--- src/rtl/au_inc_gray_reg.sv ---
// Registered Gray-code incrementer: z <= G(G^-1(a) + 1) one cycle after an accepted a.
// ARCH=1 builds the Gray->binary and carry logic as log-depth prefix trees; other values ripple.
module au_inc_gray_reg #(
    parameter int WIDTH = 8,
    parameter int ARCH  = 0
) (
    input  logic             clk,
    input  logic             rst_n,
    input  logic             in_valid,
    input  logic [WIDTH-1:0] a,
    output logic             out_valid,
    output logic [WIDTH-1:0] z
);
    localparam int STAGES = 1;
    localparam int LEVELS = (WIDTH > 1) ? $clog2(WIDTH) : 1;

    logic [WIDTH-1:0]  bin;
    logic [WIDTH-1:0]  nxt_bin;
    logic [WIDTH-1:0]  nxt_gray;
    logic [STAGES:0]   vld_pipe;

    generate
        if (ARCH == 1) begin : g_prefix
            // px: suffix XOR toward the LSB; pa: prefix AND toward the MSB.
            logic [LEVELS:0][WIDTH-1:0] px;
            logic [LEVELS:0][WIDTH-1:0] pa;
            logic [WIDTH-1:0]           carry;

            assign px[0] = a;
            for (genvar l = 0; l < LEVELS; l++) begin : g_xlvl
                localparam int D = 1 << l;
                for (genvar i = 0; i < WIDTH; i++) begin : g_xbit
                    if (i + D < WIDTH) begin : g_op
                        assign px[l+1][i] = px[l][i] ^ px[l][i+D];
                    end else begin : g_pass
                        assign px[l+1][i] = px[l][i];
                    end
                end
            end
            assign bin = px[LEVELS];

            assign pa[0] = bin;
            for (genvar l = 0; l < LEVELS; l++) begin : g_alvl
                localparam int D = 1 << l;
                for (genvar i = 0; i < WIDTH; i++) begin : g_abit
                    if (i >= D) begin : g_op
                        assign pa[l+1][i] = pa[l][i] & pa[l][i-D];
                    end else begin : g_pass
                        assign pa[l+1][i] = pa[l][i];
                    end
                end
            end

            // Bit i toggles when every lower binary bit is 1; bit 0 always toggles.
            assign carry[0] = 1'b1;
            for (genvar i = 1; i < WIDTH; i++) begin : g_carry
                assign carry[i] = pa[LEVELS][i-1];
            end
            assign nxt_bin = bin ^ carry;
        end else begin : g_ripple
            logic c;
            always_comb begin
                bin          = '0;
                nxt_bin      = '0;
                c            = 1'b1;
                bin[WIDTH-1] = a[WIDTH-1];
                for (int i = WIDTH - 2; i >= 0; i--) begin
                    bin[i] = bin[i+1] ^ a[i];
                end
                for (int i = 0; i < WIDTH; i++) begin
                    nxt_bin[i] = bin[i] ^ c;
                    c          = c & bin[i];
                end
            end
        end
    endgenerate

    assign nxt_gray    = nxt_bin ^ (nxt_bin >> 1);
    assign vld_pipe[0] = in_valid;

    always_ff @(posedge clk) begin
        if (!rst_n) begin
            vld_pipe[STAGES:1] <= '0;
            z                  <= '0;
        end else begin
            vld_pipe[STAGES:1] <= vld_pipe[STAGES-1:0];
            if (in_valid) begin
                z <= nxt_gray;
            end
        end
    end

    assign out_valid = vld_pipe[STAGES];

endmodule

--- config.mk ---
export PLATFORM = sky130hd
export DESIGN_NAME = au_inc_gray_reg
export DESIGN_NICKNAME = d
export VERILOG_FILES = /design/src/rtl/au_inc_gray_reg.sv
export SDC_FILE = /design/constraint.sdc
export NUM_CORES = 1
export LEC_CHECK = 0
export CELL_PAD_IN_SITES_DETAIL_PLACEMENT = 0
export CELL_PAD_IN_SITES_GLOBAL_PLACEMENT = 1
export CORE_AREA = 2 2 43 45
export DETAILED_ROUTE_END_ITERATION = 10
export DIE_AREA = 0 0 45 47
export PLACE_DENSITY_LB_ADDON = 0.1
export SLEW_MARGIN = 5
export SYNTH_ARGS = -nofsm -noshare
export SYNTH_HDL_FRONTEND = slang
export SYNTH_SLANG_ARGS = --single-unit
export TNS_END_PERCENT = 30
--- constraint.sdc ---
create_clock -name clk -period 2.9 [get_ports clk]
set_input_delay 0.435 -clock clk [delete_from_list [all_inputs] [get_ports clk]]
set_output_delay 0.435 -clock clk [all_outputs]
set_load 0.05 [all_outputs]
==> impl_metrics.csv <==
group,metric,value,unit
outcome,outcome,"finished, final reports clean",
die,start_util,0.309,
critical_path,crit_family,"buffers and inverters",
cells_and_area,fillerInstances,180,
sta,fin_ws,1.06,ns
critical_path,ff2ff_setup_slack,2.22,ns
global_route,grt_use_total,0.128,
sta,max_slew.worst_pin.slew,0.500,ns
sta,period_share,0.635,
synth,postSynthCellCount,56,
sta,setup_viol,0,
cells_and_area,seq_area,180,sq um
drt,initialDrtViolationCount,7,
cells_and_area,multi_input_area,312,sq um
clock_network,cts_resized,0,
power_and_ir_drop,ir_drop,0.222,mV
synth,netlist_area,510,sq um
clock_network,ctsRootBufferMaster,"clkbuf_4",
sta,fin_tns_setup,0,ns
die,rows,15,
synth,syn_nets,67,
clock_network,cts_sinks,9,
synth,synth_cell_types,22,
global_route,grt_max_degree,16,
min_path,hp-class,"register to register",
die,fp.dieW,45,um
critical_path,cp-end-kind,"output port",
global_route,antenna_found_initial,0,
die,core,1650,sq um
critical_path,cp.depth,1,
synth,yosysSeqAreaShare,0.353,
clock_network,cts.clk_slew.worst_paths,0.06,ns
drt,routedWlPerCell,12.4,um
placed_design,place_ws,0.795,ns
die,io_pins,20,
flow_run,drv_cap,0,
clock_network,clockBufferDepth,2,
drt,post-route-drc-count,0,
sta,slew_headroom,0.666,
critical_path,crit_end,"z[0]",
clock_network,holdBufCountCts,0,
synth,synth_seq_cells,9,
global_route,grt_remaining_overflow,0,
drt,totalWireLength,1150,um
cells_and_area,layoutNonFillerInstCount,93,
placed_design,dp_hpwl,921,um
die,dieArea,2120,sq um
power_and_ir_drop,power.leakage,0.000298,uW
cells_and_area,drive_above_1_share,0.105,
sta,skew,0,ns
critical_path,reg2reg_depth,2,
sta,hold_ws,0.469,ns
synth,post_synth.cell_area_avg,9.12,sq um
placed_design,place_inst,89,
critical_path,critPathMaxStageDelay,0.81,ns
synth,yosys_warnings,0,
sta,hold_viol_final,0,
critical_path,startpoint,"z[0]",
critical_path,arrival,1.41,ns
critical_path,critical_path.slowest_cell,"clkdlybuf4s50_1",
critical_path,path_class,"register to output port",
critical_path,path_cells,"clkdlybuf4s50_1",
cells_and_area,diodes,0,
critical_path,critPathLaunchType,"register",
sta,rsz0062_at_grt,"no",
global_route,grt_pass1_vias,425,
clock_network,cts_buffers,3,
power_and_ir_drop,powerDensity,502,nW/um^2
critical_path,cp_data_required_time,2.47,ns
critical_path,crit_fanout,2,
placed_design,io_buffer_count,19,
clock_network,htreeDepth,1,
clock_network,clkLatencyLatePin,0.27,ns
drt,ant_nets,0,
drt,vias_per_cell,5.06,
drt,vias,471,
critical_path,cp_num_buf_inv,1,
critical_path,r2r-end,"z[0]",
cells_and_area,fin_nets,88,
sta,slew_viol_final,0,
cells_and_area,syn2layout_area_growth,44.4,%
die,dieHeight,47,um
sta,fin_crit,1.84,ns
global_route,grt_pass1_wl,1810,um
placed_design,gp_congestion,0.624,
sta,fmax,543,MHz
clock_network,cts_setup_buffers,0,
clock_network,cts_tree,"done",
drt,firstDrtPassIters,3,
critical_path,rr_startpoint,"z[0]",
## cell families after synthesis
logic type	synth area share
xor gates and xnor gates	0.211
muxes	0.0588
buffers and inverters	0.0368
DFF	0.353
and+or+nand+nor	0.152
AOI/OAI and AO/OA	0.189
## area by class of cell
type                       count  area share
timing repair buffer          19       0.258
multi-input combinational     42       0.423
inverter                       2      0.0102
clock buffer                   4      0.0357
sequential                     9       0.244
tap                           17      0.0289
## synthesized netlist by cell type (all sizes together)
master   instances  area share
nand3            1      0.0098
clkbuf           3       0.022
inv              2       0.015
xnor3            1       0.047
nand4            1       0.012
o21ai            6       0.059
nand2b           1       0.012
nand3b           3       0.044
a31oi            3       0.037
nor2             2       0.015
a21oi            6       0.059
xor2             1       0.017
xnor2            6        0.15
o311ai           1       0.017
nand2            4       0.029
nor3             2       0.029
o2bb2ai          1       0.017
dfxtp            9        0.35
mux2i            3       0.059
## worst register-to-register path: cells and delay by family, from the launching register on
kind           cells  cell delay (ns)
AO/OA/AOI/OAI      2             0.24
flip-flops         1             0.31
## layout by cell type, fill, tap and decap left out, types with 2 or more instances in the layout
master           count
clkbuf_4             3
o21ai_0              5
nand3b_1             3
dfxtp_1              9
xnor2_1              3
a31oi_1              3
xnor2_2              3
a21oi_1              6
mux2i_1              3
inv_1                2
nand2_1              4
clkdlybuf4s50_1     19
nor2_1               2
## layer usage
metal	share of wire	vias to the layer above	global-route usage	routed length [um]
met5	0	-	0	0
met2	0.49	16	0.200	559
met3	0.048	2	0.0577	55
li1	-	243	-	-
met1	0.45	210	0.146	520
met4	0.012	0	0.0706	14
## worst min path at each step
stage	start	end	slack (ns)	cells past startpoint
after global placement	z[4]	z[4]	0.46	2
after global routing	z[4]	z[4]	0.49	2
final	z[4]	z[4]	0.47	2
after floorplan	in_valid	out_valid	0.58	2
after detailed placement	z[4]	z[4]	0.47	2
after CTS	z[4]	z[4]	0.48	2
## stage by stage
| stage | instance area (sq um) | power (uW) | util |
|---|---|---|---|
| final | 737 | 370 | 0.446 |
| after global routing | 737 | 390 | 0.446 |
| after CTS | 737 | 378 | 0.446 |
| after detailed placement | 711 | 273 | 0.430 |
| after global placement | 711 | 273 | 0.430 |
| after floorplan | 510 | 228 | - |
## power breakdown
| group | internal (uW) | total, uW | switching, uW |
|---|---|---|---|
| Combinational | 58.4 | 132 | 73.4 |
| Clock | 53.2 | 100 | 47.0 |
| Sequential | 133 | 138 | 4.46 |
| Total | 245 | 370 | 125 |
## registers in the layout, summed over array words and instances (netlist names)
signal and count:
out_valid 1, z 8
Power figures use the tool's default switching activity.
